[config.mk]
export PLATFORM = sky130hd
export DESIGN_NAME = pc_fetch_ctrl
export DESIGN_NICKNAME = d
export VERILOG_FILES = /design/src/rtl/pc_fetch_pkg.sv /design/src/rtl/pc_next_sel.sv /design/src/rtl/pc_fetch_ctrl.sv
export SDC_FILE = /design/constraint.sdc
export NUM_CORES = 1
export LEC_CHECK = 0
export CORE_MARGIN = 8
export CORE_UTILIZATION = 45
export DETAILED_ROUTE_END_ITERATION = 8
export PLACE_DENSITY = 0.8
export SLEW_MARGIN = 25
export SYNTH_ARGS = -nofsm -noshare
export SYNTH_HDL_FRONTEND = slang
export SYNTH_HIERARCHICAL = 1
export SYNTH_SLANG_ARGS = --single-unit
[constraint.sdc]
create_clock -name i_clk -period 4.05 [get_ports i_clk]
set_input_delay 0.6075 -clock i_clk [delete_from_list [all_inputs] [get_ports i_clk]]
set_output_delay 0.6075 -clock i_clk [all_outputs]
set_load 0.01 [all_outputs]
[src/rtl/pc_fetch_pkg.sv]
// pc_fetch_pkg: shared state type, width helpers and parameter checks for the fetch controller
package pc_fetch_pkg;

    typedef enum logic [1:0] {IDLE, FETCH, HALT, ERR} state_t;

    function automatic int step_of(input int inst_w);
        return inst_w / 8;
    endfunction

    function automatic int align_of(input int inst_w);
        return inst_w == 64 ? 3 : inst_w == 32 ? 2 : inst_w == 16 ? 1 : 0;
    endfunction

    function automatic bit params_ok(input int addr_w, input int inst_w, input logic [63:0] reset_vec);
        return (inst_w == 8 || inst_w == 16 || inst_w == 32 || inst_w == 64)
            && addr_w > align_of(inst_w)
            && (reset_vec & 64'(step_of(inst_w) - 1)) == 64'd0;
    endfunction

endpackage

[src/rtl/pc_next_sel.sv]
// pc_next_sel: combinational next-state / next-PC selection and output-latch controls
module pc_next_sel
    import pc_fetch_pkg::*;
#(
    parameter int ADDR_W = 32,
    parameter int INST_W = 32
) (
    input  state_t            state,
    input  logic [ADDR_W-1:0] pc,
    input  logic              stall,
    input  logic              branch,
    input  logic [ADDR_W-1:0] target,
    input  logic              halt,
    input  logic              ack,
    output logic              req,
    output state_t            state_d,
    output logic [ADDR_W-1:0] pc_d,
    output logic              accept,
    output logic              clr_valid,
    output logic              set_misalign
);

    localparam logic [ADDR_W-1:0] STEP = ADDR_W'(step_of(INST_W));
    localparam logic [ADDR_W-1:0] MASK = ADDR_W'(step_of(INST_W) - 1);

    logic live;
    logic misaligned;

    // ERR freezes everything; branch beats halt beats stall beats ack
    always_comb begin
        live = state != ERR;
        misaligned = (target & MASK) != '0;
        req = state == FETCH && !stall;
        accept = req && ack && !branch && !halt;
        set_misalign = live && branch && misaligned;
        clr_valid = (live && (branch || halt)) || (req && !ack);
        pc_d = !live ? pc : (branch && !misaligned) ? target : accept ? pc + STEP : pc;
        state_d = !live ? ERR
                : branch ? (misaligned ? ERR : FETCH)
                : halt ? HALT
                : state == IDLE ? FETCH
                : state;
    end

endmodule

[src/rtl/pc_fetch_ctrl.sv]
// pc_fetch_ctrl: program counter and request/ack instruction-fetch front end of the pipeline
module pc_fetch_ctrl
    import pc_fetch_pkg::*;
#(
    parameter int                ADDR_W    = 32,
    parameter int                INST_W    = 32,
    parameter logic [ADDR_W-1:0] RESET_VEC = '0
) (
    input  logic              i_clk,
    input  logic              i_rst,
    input  logic              i_stall,
    input  logic              i_branch,
    input  logic [ADDR_W-1:0] i_target,
    input  logic              i_halt,
    output logic              o_imem_req,
    output logic [ADDR_W-1:0] o_imem_addr,
    input  logic              i_imem_ack,
    input  logic [INST_W-1:0] i_imem_data,
    output logic [INST_W-1:0] o_inst,
    output logic [ADDR_W-1:0] o_inst_pc,
    output logic              o_inst_valid,
    output logic              o_misalign
);

    if (!params_ok(ADDR_W, INST_W, 64'(RESET_VEC))) begin : g_bad_params
        $error("pc_fetch_ctrl: illegal ADDR_W/INST_W/RESET_VEC combination");
    end

    state_t            state;
    state_t            state_d;
    logic [ADDR_W-1:0] pc;
    logic [ADDR_W-1:0] pc_d;
    logic              accept;
    logic              clr_valid;
    logic              set_misalign;

    pc_next_sel #(
        .ADDR_W(ADDR_W),
        .INST_W(INST_W)
    ) u_next_sel (
        .state       (state),
        .pc          (pc),
        .stall       (i_stall),
        .branch      (i_branch),
        .target      (i_target),
        .halt        (i_halt),
        .ack         (i_imem_ack),
        .req         (o_imem_req),
        .state_d     (state_d),
        .pc_d        (pc_d),
        .accept      (accept),
        .clr_valid   (clr_valid),
        .set_misalign(set_misalign)
    );

    assign o_imem_addr = pc;

    always_ff @(posedge i_clk or posedge i_rst) begin
        if (i_rst) begin
            state        <= IDLE;
            pc           <= RESET_VEC;
            o_inst       <= '0;
            o_inst_pc    <= '0;
            o_inst_valid <= 1'b0;
            o_misalign   <= 1'b0;
        end else begin
            state <= state_d;
            pc    <= pc_d;
            if (accept) begin
                o_inst    <= i_imem_data;
                o_inst_pc <= pc;
            end
            o_inst_valid <= accept | (o_inst_valid & ~clr_valid);
            o_misalign   <= o_misalign | set_misalign;
        end
    end

endmodule

# Word level (Yosys, flattened, before mapping)
# Index checks and enable logic that the tools add are counted.
op_classes:
  addsub: 1
  bitwise_logic: 4
  mux: 7
  n_eq_ne: 3
  reduce_logical: 20
op_table:
  columns: ["op", "n"]
  rows:
  - ["2-to-1 mux 32 bit", 2]
  - ["adder 32 x 3 -> 32 bit (second input constant)", 1]
  - ["nonzero test 32 bit", 1]
  - ["2-to-1 mux 2 bit", 5]
  - ["logical AND 1 bit", 9]
  - ["zero test 1 bit", 5]
  - ["inequality test 4 bit (second input constant)", 1]
  - ["== test 2 x 1 -> 1 bit (second input constant)", 1]
  - ["zero test 2 bit", 1]
  - ["logical OR 1 bit", 2]
  - ["inequality test 2 bit (second input constant)", 1]
  - ["bitwise OR 1 bit", 2]
  - ["AND reduction 2 bit", 1]
  - ["nonzero test 2 bit", 1]
  - ["bitwise AND 1 bit", 1]
  - ["NOT 1 bit", 1]
word_totals:
  out_inout_bits: 99
  reg_bits: 100
  in_bits: 70
  elab_cells: 41

# Longest topological paths before layout
# Gate-level depths: netlist of run 1.
logic_depth:
  ltp_word: 7
  ltp_mapped: 7
  mapped_depth_nobuf: 6

# Hierarchy
# The synthesis of run 1 kept the hierarchy.
by_module_without_submodules:
  columns: ["module", "cells_per_inst", "area_each_um2", "instances", "seq_area_each_um2"]
  rows:
  - ["pc_fetch_ctrl", 175, 3500.9, 1, 2502.4]
  - ["pc_next_sel", 220, 1283.7, 1, 0.0]

# Worst setup path after synthesis of run 1
# No wires, ideal clock.
synth_timing:
  path_type: "input port to flip-flop"
  start: "in i_branch"
  end: "reg pc[23], in the netlist o_imem_addr[23]"
  t_required_ps: 3968
  setup_ps: 82
  cell_stages: 5
  arrival_ps: 2149
  slack_ps: 1819
  path_cell_list: "or3b_1 > or3_1 > clkbuf_1 > or4_1 > a31oi_1"
synth_via:
  elab_chain_cells: 5
  word_cells_on_any_way: 7
synth_lines:
  columns: ["item", "line", "source"]
  rows:
  - ["start: declaration", "pc_fetch_ctrl.sv:12", "input logic i_branch,"]
  - ["zero test 1 bit", "pc_next_sel.sv:34", "accept = req && ack && !branch && !halt;"]
  - ["logical AND 1 bit (2 in a row)", "pc_next_sel.sv:34", null]
  - ["nonzero test 2 bit (no line)", null, null]
  - ["AND reduction 2 bit (no line)", null, null]
  - ["end signal: assignment", "pc_fetch_ctrl.sv:68", "pc <= pc_d;"]
  - ["end: declaration", "pc_fetch_ctrl.sv:31", "logic [ADDR_W-1:0] pc;"]
# Parallel ways exist; a longest one is shown, timed or not.
# A chain may end at the register's enable or synchronous reset.

# Worst setup path after layout of run 1
layout_timing:
  start: "in i_branch"
  end: "reg pc[14], in the netlist o_imem_addr[14]"
# The elaborated chain is that of the path after synthesis.

==> metrics.cfg, run 1 <==
[global_route]
grt_use_total = 0.1965
grt_pass1_vias = 4076
grt_max_degree = 63
grt_overflow = 0
grt_pass1_wl_um = 22600
antenna_found_initial = 0

[hold_path]
hold_depth = 1
hold_class = reg2reg
hold_path.startpoint = o_inst_valid$_DFF_PP0_
min_to = o_inst_valid$_DFF_PP0_

[outcome]
outcome = finished, final reports clean

[synthesis]
synth_top_area_cell = dfrtp_1
synth-edff-count = 0
ys_types = 47
ys_warn_count = 6
synthCells = 395
yosys-top-cells-count = dfrtp_1 (100), mux2_4 (49), nor2_1 (25)
synth-main-ff-cell = dfrtp_1
synth.most_common_cell = dfrtp_1
syn_nets = 466
synth_top_area_share = 0.5230
syn_area_mm2 = 0.004785
yosys-top-cells-area = dfrtp_1 (52%), mux2_4 (15%), mux2_2 (3.5%)
seq_area_frac_synth = 0.5230
synthArstFlopShare = 1.000
syn_avg_cell_area_um2 = 12.11
ys_ff_latch = 100

[worst_setup_path]
reg2reg_depth = 6
max_stage_delay_ns = 0.82
cpMostUsedCell = nor2_1
worstPathRequired_ns = 4.31
crit_path_max_fanout = 19
end_kind = flip-flop
critPathTopFamily = simple AND/OR/NAND/NOR gates
r2r_setup_slack_ns = 1.54
cp_slowest_cell = nor2_1
timing.rr.start = state[1]$_DFF_PP0_
crit_buf_inv = 1
crit_path_start_kind = input port
arrival_ns = 3.12
path_cells = clkdlybuf4s50_1 -> or3b_2 -> nor2_1 -> nor2_1 -> a211oi_1
critPathKind = in2reg
r2r-end = o_inst_pc[21]$_DFFE_PP0P_

[floorplanning]
start_util = 0.4635
die_x_um = 119.1
num_io_pins = 169
rows = 37
die_y_um = 119.1
core_area_mm2 = 0.01032
die_area_mm2 = 0.01419

[final_layout]
antenna_cells = 0
final_area_mm2 = 0.006751
multiInputGateArea_mm2 = 0.002135
fillCellCount = 774
drive_gt1_frac = 0.1649
ff_latch_area_mm2 = 0.002502
syn_to_final_growth_pct = 41.11
nets = 630

[routing]
vias = 3980
viasPerCell = 5.686
wirelength_um = 14190
drt_iter0_markers = 312
drc = 0
wire_per_inst_um = 20.27
ant_nets = 0
dr.pass1.iters = 5

[sta]
tightestPinTransition_ns = 0.9713
final_hold_viol_count = 0
fmax_mhz = 349.4
rsz0062_at_grt = no
period_share = 0.7067
maxSlewHeadroom = 0.3501
slew_viol_final = 0
fin_crit_ns = 2.862
setup_viol = 0
clock_skew_ns = 0.01484
tns_ns = 0

[clocking]
path_clk_slew_ns = 0.09
ctsHoldBuffers = 0
clock-sinks = 100
htreeDepth = 3
ctsResizeCount = 0
numCtsBuffers = 9
insertion_delay_ns = 0.36
cts_tree = done
post_cts_buffers = 0
cts_root_buf = clkbuf_8
cts_buffer_depth = 2

[power_and_ir_drop]
irDropWorstVdd_v = 0.0001935
finalPower_mw = 1.820
p_per_area_mw_per_mm2 = 269.6
power.leakage_nw = 2.794

[placement]
io_buffer_count = 168
dp_hpwl_um = 10360
dpl-instance-area_mm2 = 0.006580
place.gp.congestion = 0.8795

[flow_run]
cap_viol_max_count = 0

-- report_power, final --
group / leakage [nW] / internal [mW] / switching [mW] / total (mW)
sequential: 1.37 / 1.02 / 0.0335 / 1.05
combinational: 1.35 / 0.121 / 0.0733 / 0.195
clock: 0.0759 / 0.241 / 0.331 / 0.572
-- cell families (layout without fill, tap and decap cells) --
kind of cell               after synthesis  after routing  share of synthesized area
AOI/OAI and AO/OA                       64             64                    0.09153
xor gates and xnor gates                 2              2                   0.003662
adders and majority gates                1              1                   0.002615
buffers and inverters                   28            197                    0.03190
DFF                                    100            100                     0.5230
muxes                                   66             66                     0.1933
and+or+nand+nor                        134            134                     0.1540
-- worst max-delay path by stage --
stage | start | end | slack, ns | cells past startpoint
after floorplan | i_rst | o_imem_addr[0]$_DFF_PP0_ | 0.82 | 1
after global placement | i_branch | o_imem_addr[31]$_DFF_PP0_ | 0.93 | 5
after detailed placement | i_branch | o_imem_addr[31]$_DFF_PP0_ | 0.87 | 5
after CTS | i_branch | o_imem_addr[14]$_DFF_PP0_ | 1.23 | 5
after global routing | i_branch | o_imem_addr[31]$_DFF_PP0_ | 1.06 | 5
final | i_branch | o_imem_addr[14]$_DFF_PP0_ | 1.19 | 5
-- state kept, by name, summed over array words and instances, names as in the netlist --
name,flops
o_inst,32
o_misalign,1
o_imem_addr,32
o_inst_valid,1
o_inst_pc,32
state,2
-- final cells by class --
cell class / instances / area share
multi-input combinational: 267 / 0.3162
sequential: 100 / 0.3706
clock buffer: 13 / 0.02205
timing repair buffer: 175 / 0.2587
inverter: 6 / 0.003892
tap: 136 / 0.02520
clock inverter: 3 / 0.003336
-- stage by stage --
step | hold slack (ns) | utilization | cells | worst slack (ns)
after floorplan | 0.5094 | - | 395 | 0.8237
after global placement | 0.4550 | 0.6374 | 684 | 0.9276
after detailed placement | 0.4671 | 0.6374 | 684 | 0.8650
after CTS | 0.4888 | 0.6540 | 700 | 1.232
after global routing | 0.5124 | 0.6540 | 700 | 1.063
final | 0.4891 | 0.6540 | 700 | 1.188
-- layout by cell type (no fill, tap or decap), types with 5 or more instances in the layout --
cell / count
and2_1: 6
a211oi_1: 12
nand3_1: 11
o22ai_1: 12
nor3_1: 18
mux2_4: 49
nand4_1: 11
nor4_1: 6
o21ai_0: 12
and3_1: 6
mux2_2: 15
a21oi_1: 7
a311oi_1: 7
clkbuf_8: 10
nor2_1: 25
or3_1: 10
dfrtp_1: 100
and4_1: 5
clkdlybuf4s50_1: 168
nand2_1: 21
buf_4: 6
-- per-layer routing --
metal / wire length (um) / GRT usage / part of all wire / vias up
met2: 6454 / 0.3098 / 0.45 / 192
li1: - / - / - / 1806
met4: 271 / 0.07273 / 0.019 / 0
met5: 0 / 0 / 0 / -
met3: 1280 / 0.05952 / 0.090 / 24
met1: 6186 / 0.2496 / 0.44 / 1958
Power figures use the tool's default switching activity.
==> run 2, diff against run 1 <==
==> constraint.sdc (replaced) <==
create_clock -name i_clk -period 2.84 [get_ports i_clk]
set_input_delay 0.426 -clock i_clk [delete_from_list [all_inputs] [get_ports i_clk]]
set_output_delay 0.426 -clock i_clk [all_outputs]
set_load 0.01 [all_outputs]
==> run 2 against run 1 <==
Effect of this change: count of clock-buffer cells in the layout down 3; clock skew down 0.0029 ns; register-to-register slack worse by 0.96 ns; first-iteration DRC count up 6.1%; non-clock buffer count up 11; critical path depth down 1; hold slack worse by 0.039 ns; combinational power up 48%; sequential power up 43%; setup slack worse by 0.71 ns; routed wire length up 2.9%; critical path type is now in2out.
==> metrics.cfg, run 2 (synthesized netlist as in run 1, its figures left out) <==
[routing]
ant_nets = 0  ; unchanged
drt_iter0_markers = 331  ; +6.1%
vias = 4076  ; +2.4%
drc = 0  ; unchanged
dr.pass1.iters = 5  ; unchanged
viasPerCell = 5.741  ; +0.97%
wire_per_inst_um = 20.57  ; +1.5%
wirelength_um = 14600  ; +2.9%

[floorplanning]
rows = 37  ; unchanged
die_area_mm2 = 0.01419  ; unchanged
die_y_um = 119.1  ; unchanged
num_io_pins = 169  ; unchanged
start_util = 0.4635  ; unchanged
core_area_mm2 = 0.01032  ; unchanged
die_x_um = 119.1  ; unchanged

[worst_setup_path]
worstPathRequired_ns = 2.41  ; -1.90 ns
cpMostUsedCell = clkdlybuf4s50_1
r2r_setup_slack_ns = 0.58  ; -0.96 ns
max_stage_delay_ns = 0.56  ; -0.26 ns
crit_path_max_fanout = 5  ; -14
cp_slowest_cell = clkdlybuf4s50_1
path_cells = clkdlybuf4s50_1 -> or3b_4 -> inv_1 -> clkdlybuf4s50_1
crit_path_start_kind = input port
critPathKind = in2out
end_kind = output pin
arrival_ns = 1.94  ; -1.18 ns

[sta]
worst_slack_ns = 0.4739  ; -0.7141 ns
fmax_mhz = 422.6
holdWs_ns = 0.4499  ; -0.03914 ns
period_share = 0.8331
tns_ns = 0  ; unchanged
slew_viol_final = 0  ; unchanged
maxSlewHeadroom = 0.6142  ; +0.2640
tightestPinTransition_ns = 0.5788  ; -0.3925 ns
clock_skew_ns = 0.01198  ; -0.002860 ns
fin_crit_ns = 2.366
setup_viol = 0  ; unchanged
rsz0062_at_grt = no
final_hold_viol_count = 0  ; unchanged

[final_layout]
layout_common_cells = clkdlybuf4s50_1 (168), dfrtp_1 (100), mux2_4 (49)
drive_gt1_frac = 0.1847  ; +0.01978
fillCellCount = 786  ; +1.6%
syn_to_final_growth_pct = 44.67
nets = 641  ; +1.7%
antenna_cells = 0  ; unchanged
final_common_cell = clkdlybuf4s50_1
fin_util = 0.6705  ; +0.01648
final_area_mm2 = 0.006922  ; +2.5%

[placement]
dp_hpwl_um = 10800  ; +4.2%
io_buffer_count = 168  ; unchanged
post-place-ws_ns = 0.1502  ; -0.7148 ns
dpl-instance-area_mm2 = 0.006676  ; +1.5%
place.gp.congestion = 0.9093  ; +3.4%

[global_route]
grt_overflow = 0  ; unchanged
grt_pass1_vias = 4206  ; +3.2%
grt_use_total = 0.2028  ; +0.006334
antenna_found_initial = 0  ; unchanged
grt_max_degree = 57  ; -9.5%
grt_pass1_wl_um = 23170  ; +2.5%

[clocking]
clock-sinks = 100  ; unchanged
htreeDepth = 3  ; unchanged
cts_buffer_depth = 2  ; unchanged
post_cts_buffers = 0  ; unchanged
cts_root_buf = clkbuf_8
insertion_delay_ns = 0.36  ; about the same
numCtsBuffers = 9  ; unchanged
ctsResizeCount = 0  ; unchanged
path_clk_slew_ns = 0.10  ; about the same
cts_tree = done
ctsHoldBuffers = 0  ; unchanged

[outcome]
outcome = finished, final reports clean

[hold_path]
hold_class = in2async

[power_and_ir_drop]
power.leakage_nw = 2.897  ; +3.7%
irDropWorstVdd_v = 0.0002638  ; +36%
p_per_area_mw_per_mm2 = 418.1  ; +55%

[flow_run]
cap_viol_max_count = 0  ; unchanged

==> run 2: changes by cell type in the layout (fill, tap and decap cells not counted) <==
cell        before  now
bufinv_16        0    3
buf_4            6   16
clkinv_4         0    1
clkbuf_1         3    0
clkinvlp_4       3    1
buf_12           1    2
inv_4            1    0
inv_6            0    1
==> run 2: layout make-up <==
| class | instances | area (um^2) | area share |
|---|---|---|---|
| clock buffers | 10 | 137.6 | 0.01988 |
| clock inverters | 5 | 107.6 | 0.01555 |
| inverters | 6 | 27.53 | 0.003977 |
| multi-input cells | 267 | 2135 | 0.3084 |
| flip-flops and latches | 100 | 2502 | 0.3615 |
| well taps | 136 | 170.2 | 0.02458 |
| repair buffers | 186 | 1842 | 0.2661 |
==> run 2: path summary, 6_finish.rpt <==
check | start | end | depth (start not counted)
worst max-delay path | i_stall | o_imem_req | 4
worst min-delay path | i_rst | o_inst_pc[29]$_DFFE_PP0P_ | 2
worst max register to register | o_imem_addr[5]$_DFF_PP0_ | o_imem_addr[29]$_DFF_PP0_ | 4
worst min register to register | o_misalign$_DFF_PP0_ | o_misalign$_DFF_PP0_ | 1
max in group asynchronous | i_rst | o_inst[25]$_DFFE_PP0P_ | 3
min in group i_clk | o_misalign$_DFF_PP0_ | o_misalign$_DFF_PP0_ | 1
==> run 2: report_power, final <==
group,internal [mW],switching (mW),leakage (nW),total (mW)
registers,1.45,0.0458,1.37,1.50
clock network,0.610,0.496,0.123,1.11
logic,0.178,0.110,1.41,0.288
==> run 2: metrics by stage <==
| stage | total power [mW] | std cells |
|---|---|---|
| CTS | 2.910 | 710 |
| global placement | 1.809 | 695 |
| global route | 2.988 | 710 |
| detailed placement | 1.818 | 695 |
| floorplan | 1.607 | 395 |
| finish | 2.894 | 710 |
==> run 2: routing by layer <==
metal / routed length (um) / global-route usage / up-vias
met5: 0 / 0 / -
met4: 219 / 0.06877 / 0
met3: 1360 / 0.06046 / 20
met2: 6627 / 0.3119 / 212
met1: 6395 / 0.2672 / 2018
li1: - / - / 1826
==> run 2: critical path, delay by kind of cell <==
| family | cells | cell delay (ns) |
|---|---|---|
| buffers and inverters | 3 | 1.10 |
| AND/OR/NAND/NOR | 1 | 0.42 |
